<file path="config.mk">
export PLATFORM = sky130hd
export DESIGN_NAME = res_write_ctrl
export DESIGN_NICKNAME = d
export VERILOG_FILES = /design/src/rtl/res_write_ctrl.sv
export SDC_FILE = /design/constraint.sdc
export NUM_CORES = 1
export LEC_CHECK = 0
export CAP_MARGIN = 20
export CORE_MARGIN = 2
export CORE_UTILIZATION = 44
export DETAILED_ROUTE_END_ITERATION = 10
export PLACE_DENSITY = 0.79
export SETUP_SLACK_MARGIN = 0.1
export SLEW_MARGIN = 10
export SYNTH_ARGS = -nofsm -noshare
export SYNTH_HDL_FRONTEND = slang
export SYNTH_SLANG_ARGS = --single-unit
</file>
<file path="constraint.sdc">
create_clock -name clock -period 2.2 [get_ports clock]
set_clock_uncertainty 0.2 [all_clocks]
set_input_delay 0.33 -clock clock [delete_from_list [all_inputs] [get_ports clock]]
set_output_delay 0.33 -clock clock [all_outputs]
set_load 0.05 [all_outputs]
</file>
<file path="src/rtl/res_write_ctrl.sv">
// Write sequencer for the result RAM: zero-fills on start, then streams result words onto a bus
// that is written every cycle. The bus only moves on a clear step or an accepted word; otherwise it holds.
`ifndef ADDR_WIDTH
`define ADDR_WIDTH 7
`endif
`ifndef DATA_WIDTH
`define DATA_WIDTH 32
`endif
`ifndef TOTAL_ADDR
`define TOTAL_ADDR 128
`endif

module res_write_ctrl #(
  parameter int ADDR_WIDTH     = `ADDR_WIDTH,
  parameter int DATA_WIDTH     = `DATA_WIDTH,
  parameter int TOTAL_ADDR     = `TOTAL_ADDR,
  parameter int CLEAR_ON_START = 1
) (
  input  logic                  clock,
  input  logic                  reset_n,
  input  logic                  start,
  input  logic                  in_valid,
  output logic                  in_ready,
  input  logic [DATA_WIDTH-1:0] in_data,
  input  logic                  in_last,
  output logic [ADDR_WIDTH-1:0] mem_address,
  output logic [DATA_WIDTH-1:0] mem_data,
  output logic                  busy,
  output logic                  done,
  output logic [ADDR_WIDTH:0]   word_count,
  output logic                  overflow
);

  localparam logic [ADDR_WIDTH:0]   FULL_CNT  = (ADDR_WIDTH+1)'(TOTAL_ADDR);
  localparam logic [ADDR_WIDTH-1:0] LAST_ADDR = ADDR_WIDTH'(TOTAL_ADDR - 1);

  typedef enum logic [1:0] {
    S_IDLE  = 2'd0,
    S_CLEAR = 2'd1,
    S_WRITE = 2'd2,
    S_DONE  = 2'd3
  } state_t;

  state_t                  state_q, state_d;
  logic [ADDR_WIDTH-1:0]   addr_q, addr_d;
  logic [DATA_WIDTH-1:0]   data_q, data_d;
  logic [ADDR_WIDTH:0]     cnt_q, cnt_d;
  logic                    ovf_q, ovf_d;
  logic                    in_ready_q, in_ready_d;
  logic                    busy_q, busy_d;
  logic                    done_q, done_d;

  always_comb begin
    state_d = state_q;
    addr_d  = addr_q;
    data_d  = data_q;
    cnt_d   = cnt_q;
    ovf_d   = ovf_q;
    case (state_q)
      S_IDLE: begin
        if (start) begin
          cnt_d = '0;
          ovf_d = 1'b0;
          if (CLEAR_ON_START != 0) begin
            state_d = S_CLEAR;
            addr_d  = '0;
            data_d  = '0;
          end else begin
            state_d = S_WRITE;
          end
        end
      end
      S_CLEAR: begin
        // data was zeroed on entry; only the address sweeps
        if (addr_q == LAST_ADDR) begin
          state_d = S_WRITE;
        end else begin
          addr_d = addr_q + 1'b1;
        end
      end
      S_WRITE: begin
        if (in_valid && in_ready_q) begin
          if (cnt_q < FULL_CNT) begin
            addr_d = cnt_q[ADDR_WIDTH-1:0];
            data_d = in_data;
            cnt_d  = cnt_q + 1'b1;
          end else begin
            ovf_d = 1'b1;
          end
          if (in_last) begin
            state_d = S_DONE;
          end
        end
      end
      S_DONE: begin
        state_d = S_IDLE;
      end
      default: begin
        state_d = S_IDLE;
      end
    endcase

    // Status flags are registered copies of the next state so they line up with it.
    in_ready_d = (state_d == S_WRITE);
    busy_d     = (state_d == S_CLEAR) || (state_d == S_WRITE);
    done_d     = (state_d == S_DONE);
  end

  always_ff @(posedge clock or negedge reset_n) begin
    if (!reset_n) begin
      state_q    <= S_IDLE;
      addr_q     <= '0;
      data_q     <= '0;
      cnt_q      <= '0;
      ovf_q      <= 1'b0;
      in_ready_q <= 1'b0;
      busy_q     <= 1'b0;
      done_q     <= 1'b0;
    end else begin
      state_q    <= state_d;
      addr_q     <= addr_d;
      data_q     <= data_d;
      cnt_q      <= cnt_d;
      ovf_q      <= ovf_d;
      in_ready_q <= in_ready_d;
      busy_q     <= busy_d;
      done_q     <= done_d;
    end
  end

  assign in_ready    = in_ready_q;
  assign mem_address = addr_q;
  assign mem_data    = data_q;
  assign busy        = busy_q;
  assign done        = done_q;
  assign word_count  = cnt_q;
  assign overflow    = ovf_q;

endmodule

</file>
### Word-level counts from Yosys, hierarchy flattened

Index checks and enable logic that the tools add are counted.

* register bits after elaboration: 53
* latch bits: 0
* memory bits (writable): 0
* bits in read-only memories: 0
* bits of input ports: 37
* output and inout bits: 51
* logic and storage cells: 53
* memories kept: 0

* $add $sub $neg: 2
* $mul: 0
* div/mod/pow operators: 0
* $lt $le $gt $ge: 1
* eq/ne operators: 12
* shift operators: 0
* muxes and demuxes: 22
* bitwise logic cells: 0
* reduce and logical (&&, ||, !) cells: 8

Operator list (number)
* 2-to-1 mux 32 bit: 3
* case mux 32 bit (2 select lines): 1
* 2-to-1 mux 7 bit: 4
* 2-to-1 mux 8 bit: 3
* case mux 7 bit (3 select lines): 1
* case mux 8 bit (2 select lines): 1
* != test 2 bit, second input constant: 5
* adder 8 x 1 -> 8 bit, second input constant: 1
* equality test 2 bit, second input constant: 4
* less-than comparator 8 bit, second input constant: 1
* 2-to-1 mux 2 bit: 4
* case mux 2 bit (4 select lines): 1
* AND reduction 4 bit: 2
* adder 7 x 1 -> 7 bit, second input constant: 1
* equality test 7 bit, second input constant: 1
* AND reduction 5 bit: 1
* equality test 2 x 1 -> 1 bit, second input constant: 2
* 2-to-1 mux 1 bit: 3
* nonzero test 3 bit: 1
* zero test 2 bit: 1
* case mux 1 bit (2 select lines): 1
* nonzero test 2 bit: 1
* logical AND 1 bit: 1
* logical OR 1 bit: 1

### Logic depth before layout (Yosys ltp)

Gate-level depths: netlist of run 1.

* depth after elaboration: 5
* depth in mapped cells: 8
* depth with buffers taken out: 7

### Worst setup path before layout of run 1

No wires, ideal clock.

* path type: flip-flop to flip-flop
* from: register addr_q[0], in the netlist mem_address[0]
* to: register addr_q[4], in the netlist mem_address[4]
* library setup time: 0.133 ns
* arrival time: 1.750 ns
* required time: 1.867 ns
* setup slack: 0.118 ns
* stages on the path, launching flop included: 6
* buffers on the path: 0
* period minus slack after synthesis: 2.082 ns
* cell sequence: dfrtp_1 > ha_1 > nand3_1 > nor3_1 > nand3b_1 > o21ai_0

* word-level cells in the longest chain between the ends: 3
* elaborated cells between the ends (all ways): 6
* classes of those cells: add/sub (1); eq/ne (2); mux (2); reduce/logical (1)

Ends and longest elaborated chain
* start, declared: RTL line 45 `logic [ADDR_WIDTH-1:0] addr_q, addr_d;`
* start signal, assigned: RTL line 121 `addr_q <= addr_d;`
* adder 7 x 1 -> 7 bit / equality test 7 bit (equally long branches): RTL line 78, 75
* 2-to-1 mux 7 bit / != test 2 bit (equally long branches)
* case mux 7 bit (3 select lines) / AND reduction 5 bit (equally long branches)

Several ways; a longest one is shown, not always the timed one. The select of a mux whose other input is x is not followed.
A chain may end at the register's enable or synchronous reset.

### Final worst setup path of run 1

* from: register data_q[12], in the netlist mem_data[12]
* to: output port mem_data[12]

RTL lines
* start, declared: RTL line 46 `logic [DATA_WIDTH-1:0] data_q, data_d;`
* start signal, assigned: RTL line 122 `data_q <= data_d;`
* end, declared: RTL line 27 `output logic [DATA_WIDTH-1:0] mem_data,`

No word-level cell between the ends.

==> results.yml, run 1 <==
timing:
  final.period_utilization: 0.9245
  finalCriticalPeriod_ns: 2.034
  final.setup.worst_slack_ns: 0.1662
  hold_viol: 0
  worst_slew_pin_slew_ns: 0.6589
  slew_violations: 0
  rsz0062_at_grt: "no"
  fmax_mhz: 491.7
  slew_headroom: 0.5607
  fin_tns_setup_ns: 0
  holdWs_ns: 0.3116
  setup_viol: 0
placed_design:
  dpl_cell_area_um2: 3418
  gp_congestion: 0.8173
  dp_slack_ns: -0.09168
  dp_hpwl_mm: 4.398
  port_buffers: 87
  dp_cells: 364
cells_and_area:
  nets: 348
  fin_area_um2: 3587
  area_delta_synth_final_pct: 49.56
  diodes: 0
  multi_input_area_um2: 1046
  utilization: 0.6935
  instances_no_fill: 373
  drive_gt1_frac: 0.1221
  seq_area_um2: 1328
  fillers: 386
synthesis:
  yosysMostFrequentCell: "dfrtp_1"
  yosys.area_share.simple: 0.1007
  ys_types: 38
  ys_top_cells_by_area: "dfrtp_1 (55%), a22o_1 (12%), ha_1 (4.7%)"
  ys.flop_type: "dfrtp_1"
  synth_top_family_by_area: "compound AO/OA/AOI/OAI gates"
  synth-compound-area-share: 0.2483
  synthAdderAreaFrac: 0.04695
  synth_edf_count: 0
  synth_async_sr_flop_share: 1.000
  synthMuxAreaShare: 0.008868
  synth_fp_nets: 249
  synth_xor_area_frac: 0.01095
  synth_cells: 203
  yosys.area.top_type_share: 0.5529
  yosysWarnings: 0
  yosysTopAreaCell: "dfrtp_1"
  ys_seq_area_frac: 0.5529
  ys_ff_latch: 53
  synth.top_cells.by_count: "dfrtp_1 (53), a22o_1 (34), nand2_1 (12)"
  syn_avg_cell_area_um2: 11.82
  synth_area_um2: 2399
worst_setup_path:
  timing.rr.start: "state_q[0]"
  end_kind: "output pin"
  r2r_slack_ns: 0.18
  critPathMaxStageDelay_ns: 0.83
  path_max_fanout: 2
  worst-endpoint-required_ns: 1.67
  startpoint_type: "flop"
  rr_worst_depth: 6
  crit_chain: "clkdlybuf4s50_1"
  timing.rr.end: "word_count[5]"
  criticalPathCategory: "reg -> out"
  cp_top_family: "buffers and inverters"
  arrival_ns: 1.50
  cp.buffers_inverters: 1
  cp_slowest_cell: "clkdlybuf4s50_1"
power_and_ir_drop:
  internal_power_mw: 1.372
  sequentialPowerShare: 0.564
  p_leak_nw: 1.612
  sw_frac_of_total: 0.2050
  p_total_mw: 1.726
  p_clk_frac: 0.386
  switching_power_mw: 0.3538
  powerDensity_nw_per_um2: 481.1
  ir_drop_uv: 318.1
  comb_power_share: 0.050
clock_network:
  cts-buffers-inserted: 5
  htree_levels: 2
  cts_root_buf: "clkbuf_8"
  clkSinkCount: 53
  clk_path_buf_depth: 2
  cts_tree: "built"
  cts.clk_slew.worst_paths_ns: 0.10
  clk_latency_ns: 0.31
global_route:
  grt_max_degree: 54
  grt_pass1_wl_mm: 10.12
  grt_overflow: 0
  grt_pass1_vias: 2134
  antenna_found_initial: 0
  grt_usage: 0.2087
flow_run:
  cap_violations: 0
min_path:
  hold_path.startpoint: "mem_data[1]"
  min_to: "mem_data[1]"
  min_path_cells: 1
  hp-class: "reg -> reg"
routing:
  num_vias: 2056
  drcViolationCount: 0
  ant_nets: 0
  drtPass1Iterations: 4
  drt_wl_total_mm: 6.164
  wl_per_cell_um: 16.53
  vias_per_cell: 5.512
  drt_iter0_drc: 147
floorplan:
  row_count: 26
  io_pins: 88
  dieArea_um2: 6058
  die_width_um: 77.83
  die_h_um: 77.83
  core_um2: 5172
  start_util: 0.4637
outcome:
  status: "complete, no violations"
final cells by class:
type,count,share of cell area
multi-input cells,133,0.2916
well taps,70,0.02442
clock inverters,2,0.01081
inverters,7,0.007325
flip-flops and latches,53,0.3701
clock buffers,6,0.02023
repair buffers,102,0.2755
registers in the layout, indices dropped and copies added, names as in the netlist:
name	count
overflow	1
mem_data	32
state_q	2
mem_address	7
done	1
word_count	8
busy	1
in_ready	1
power groups by stage:
stage / registers, mW / clock network (mW) / logic (mW)
2_1_floorplan: 0.993 / 0 / 0.0000856
3_3_place_gp: 0.993 / 0 / 0.0854
6_report: 0.973 / 0.666 / 0.0862
5_1_grt: 0.974 / 0.723 / 0.0948
4_1_cts: 0.973 / 0.676 / 0.0883
3_5_place_dp: 0.993 / 0 / 0.0869
cells in the final DEF, fill, tap and decap left out, types with 6 or more instances in the layout:
| cell type | count |
|---|---|
| a21oi_1 | 6 |
| a22o_1 | 34 |
| buf_4 | 13 |
| clkdlybuf4s50_1 | 71 |
| dfrtp_1 | 52 |
| dlygate4sd2_1 | 12 |
| ha_1 | 7 |
| nand2_1 | 12 |
| nor2_1 | 9 |
| o21ai_0 | 6 |
worst max path at each step:
stage	startpoint	end	slack, ns	cells past startpoint
after detailed placement	in_valid	mem_address[2]	-0.09	5
after global placement	in_valid	mem_address[2]	-0.006	5
after CTS	state_q[0]	word_count[7]	0.08	7
final	mem_data[12]	mem_data[12]	0.17	1
after floorplan	mem_address[0]	mem_address[4]	0.12	5
after global routing	mem_address[0]	busy	0.10	6
cells by family after synthesis:
| logic type | count (synthesis) |
|---|---|
| adders and majority gates | 9 |
| AOI/OAI and AO/OA | 76 |
| DFF | 53 |
| muxes | 2 |
| and+or+nand+nor | 43 |
| buffers and inverters | 17 |
| xor gates and xnor gates | 3 |
repair_timing:
item                                    in CTS  in global routing
setup buffers                                0                  0
hold buffers                                 1                  0
pin swaps                                    1                  1
endpoints found under the setup margin      17                 46
endpoints found under the hold margin       53                  0
resized for setup                           14                 14
cloned                                       0                  0
routing by layer:
| layer | vias up | wire (um) | track usage |
|---|---|---|---|
| li1 | 965 | - | - |
| met1 | 1018 | 2614 | 0.2624 |
| met2 | 64 | 3166 | 0.3578 |
| met3 | 9 | 299 | 0.04535 |
| met4 | 0 | 83 | 0.06607 |
| met5 | - | 0 | 0 |
Note: power is estimated with default switching activity, not from simulation.
==> inputs of run 2 (changes only) <==
--- a/config.mk
+++ b/config.mk
@@ -11,6 +11,7 @@
 export DETAILED_ROUTE_END_ITERATION = 10
 export PLACE_DENSITY = 0.79
 export SETUP_SLACK_MARGIN = 0.1
+export SKIP_CTS_REPAIR_TIMING = 1
 export SLEW_MARGIN = 10
 export SYNTH_ARGS = -nofsm -noshare
 export SYNTH_HDL_FRONTEND = slang
==> run 2 against run 1 <==
Effect of this change:
- fmax is essentially flat
- first-iteration DRC count shrank 8.2%
- sequential share of layout area shrank 0.46 points
- utilization grew 0.87 points
- critical path depth is the same
- non-clock buffer count is the same
- highest routed layer unchanged
- largest power group unchanged
- critical path type unchanged
- sequential cell count is the same
- cell count is the same
- via count grew 1.1%
- count of clock-buffer cells in the layout is the same
==> results.yml, run 2 (synthesized netlist as in run 1, its figures left out) <==
outcome:
  status: "complete, no violations"
floorplan:
  dieArea_um2: 6058
  row_count: 26
  die_width_um: 77.83
  core_um2: 5172
  start_util: 0.4637
  io_pins: 88
  die_h_um: 77.83
clock_network:
  cts_root_buf: "clkbuf_8"
  htree_levels: 2
  cts.clk_slew.worst_paths_ns: 0.10
  clk_latency_ns: 0.31
  cts-buffers-inserted: 5
  clkSinkCount: 53
  cts_tree: "built"
  clk_path_buf_depth: 2
worst_setup_path:
  arrival_ns: 1.50
  startpoint_type: "flop"
  crit_chain: "clkdlybuf4s50_1"
  cp.buffers_inverters: 1
  criticalPathCategory: "reg -> out"
  cp_top_family: "buffers and inverters"
  r2r_slack_ns: 0.19
  cp_slowest_cell: "clkdlybuf4s50_1"
  end_kind: "output pin"
  worst-endpoint-required_ns: 1.67
  critPathMaxStageDelay_ns: 0.83
  path_max_fanout: 2
placed_design:
  dp_cells: 364
  port_buffers: 87
  dpl_cell_area_um2: 3418
  gp_congestion: 0.8173
  dp_hpwl_mm: 4.398
timing:
  fmax_mhz: 491.7
  finalCriticalPeriod_ns: 2.034
  hold_viol: 0
  fin_tns_setup_ns: 0
  worst_slew_pin_slew_ns: 0.6634
  slew_violations: 0
  slew_headroom: 0.5577
  setup_viol: 0
  rsz0062_at_grt: "no"
  holdWs_ns: 0.3117
  final.period_utilization: 0.9245
routing:
  drcViolationCount: 0
  drtPass1Iterations: 4
  vias_per_cell: 5.571
  wl_per_cell_um: 16.84
  ant_nets: 0
  drt_iter0_drc: 135
  drt_wl_total_mm: 6.281
  num_vias: 2078
power_and_ir_drop:
  ir_drop_uv: 318.1
  p_leak_nw: 1.753
  powerDensity_nw_per_um2: 475.0
global_route:
  grt_max_degree: 54
  grt_pass1_vias: 2131
  antenna_found_initial: 0
  grt_pass1_wl_mm: 10.09
  grt_usage: 0.2079
  grt_overflow: 0
cells_and_area:
  fin_area_um2: 3632
  utilization: 0.7022
  drive_gt1_frac: 0.1221
  nets: 348
  largest_reg_flops: 32
  layout_commonest_cell: "clkdlybuf4s50_1"
  area_delta_synth_final_pct: 51.43
  diodes: 0
  instances_no_fill: 373
  final_cell_mix: "clkdlybuf4s50_1 (71), dfrtp_1 (52), a22o_1 (34)"
  fillers: 371
min_path:
  hp-class: "reg -> reg"
flow_run:
  cap_violations: 0
run 2: changes by cell type in the layout (fill, tap and decap cells not counted):
cell,delta
dlymetal6s2s_1,+12
o22ai_2,-1
o22ai_1,+1
nor4_1,-1
dlygate4sd2_1,-12
nor4_2,+1
run 2: worst paths after layout:
path,cells after the start,from,endpoint
min in group asynchronous,3,reset_n,mem_address[1]
min reg2reg,1,mem_data[1],mem_data[1]
min,1,mem_data[1],mem_data[1]
max in group asynchronous,3,reset_n,state_q[1]
max reg2reg,6,state_q[0],word_count[5]
max,1,mem_data[12],mem_data[12]
run 2: cell type report:
cell class                      instances  area (um^2)  share of cell area
Clock buffer                            6        72.57             0.01998
Clock inverter                          2        38.79             0.01068
Sequential cell                        53         1328              0.3655
Tap cell                               70        87.58             0.02411
Inverter                                7        26.28            0.007234
Timing Repair Buffer                  102         1033              0.2845
Multi-Input combinational cell        133         1046              0.2880
run 2: routing by layer:
metal / track usage / part of all wire / vias up
li1: - / - / 965
met1: 0.2624 / 0.42 / 1024
met2: 0.3552 / 0.51 / 78
met3: 0.04535 / 0.053 / 11
met4: 0.06607 / 0.017 / 0
met5: 0 / 0 / -
run 2: report_power, final:
group / leakage [nW] / internal, mW / switching [mW]
registers: 0.709 / 0.973 / 0
logic: 0.988 / 0.0568 / 0.0295
clock network: 0.0554 / 0.342 / 0.324
total: 1.75 / 1.37 / 0.353
run 2: through the flow:
step	power, mW	setup WS, ns
after floorplan	0.9930	0.1175
after global placement	1.078	-0.006120
after detailed placement	1.080	-0.09168
after CTS	1.737	0.005885
after global routing	1.793	0.08792
final	1.725	0.1662
==> inputs of run 3 (changes only) <==
--- a/config.mk
+++ b/config.mk
@@ -5,7 +5,6 @@
 export SDC_FILE = /design/constraint.sdc
 export NUM_CORES = 1
 export LEC_CHECK = 0
-export CAP_MARGIN = 20
 export CORE_MARGIN = 2
 export CORE_UTILIZATION = 44
 export DETAILED_ROUTE_END_ITERATION = 10
==> results of run 3 <==
Same layout as run 2: the final DEF is identical, and so are final timing and power.
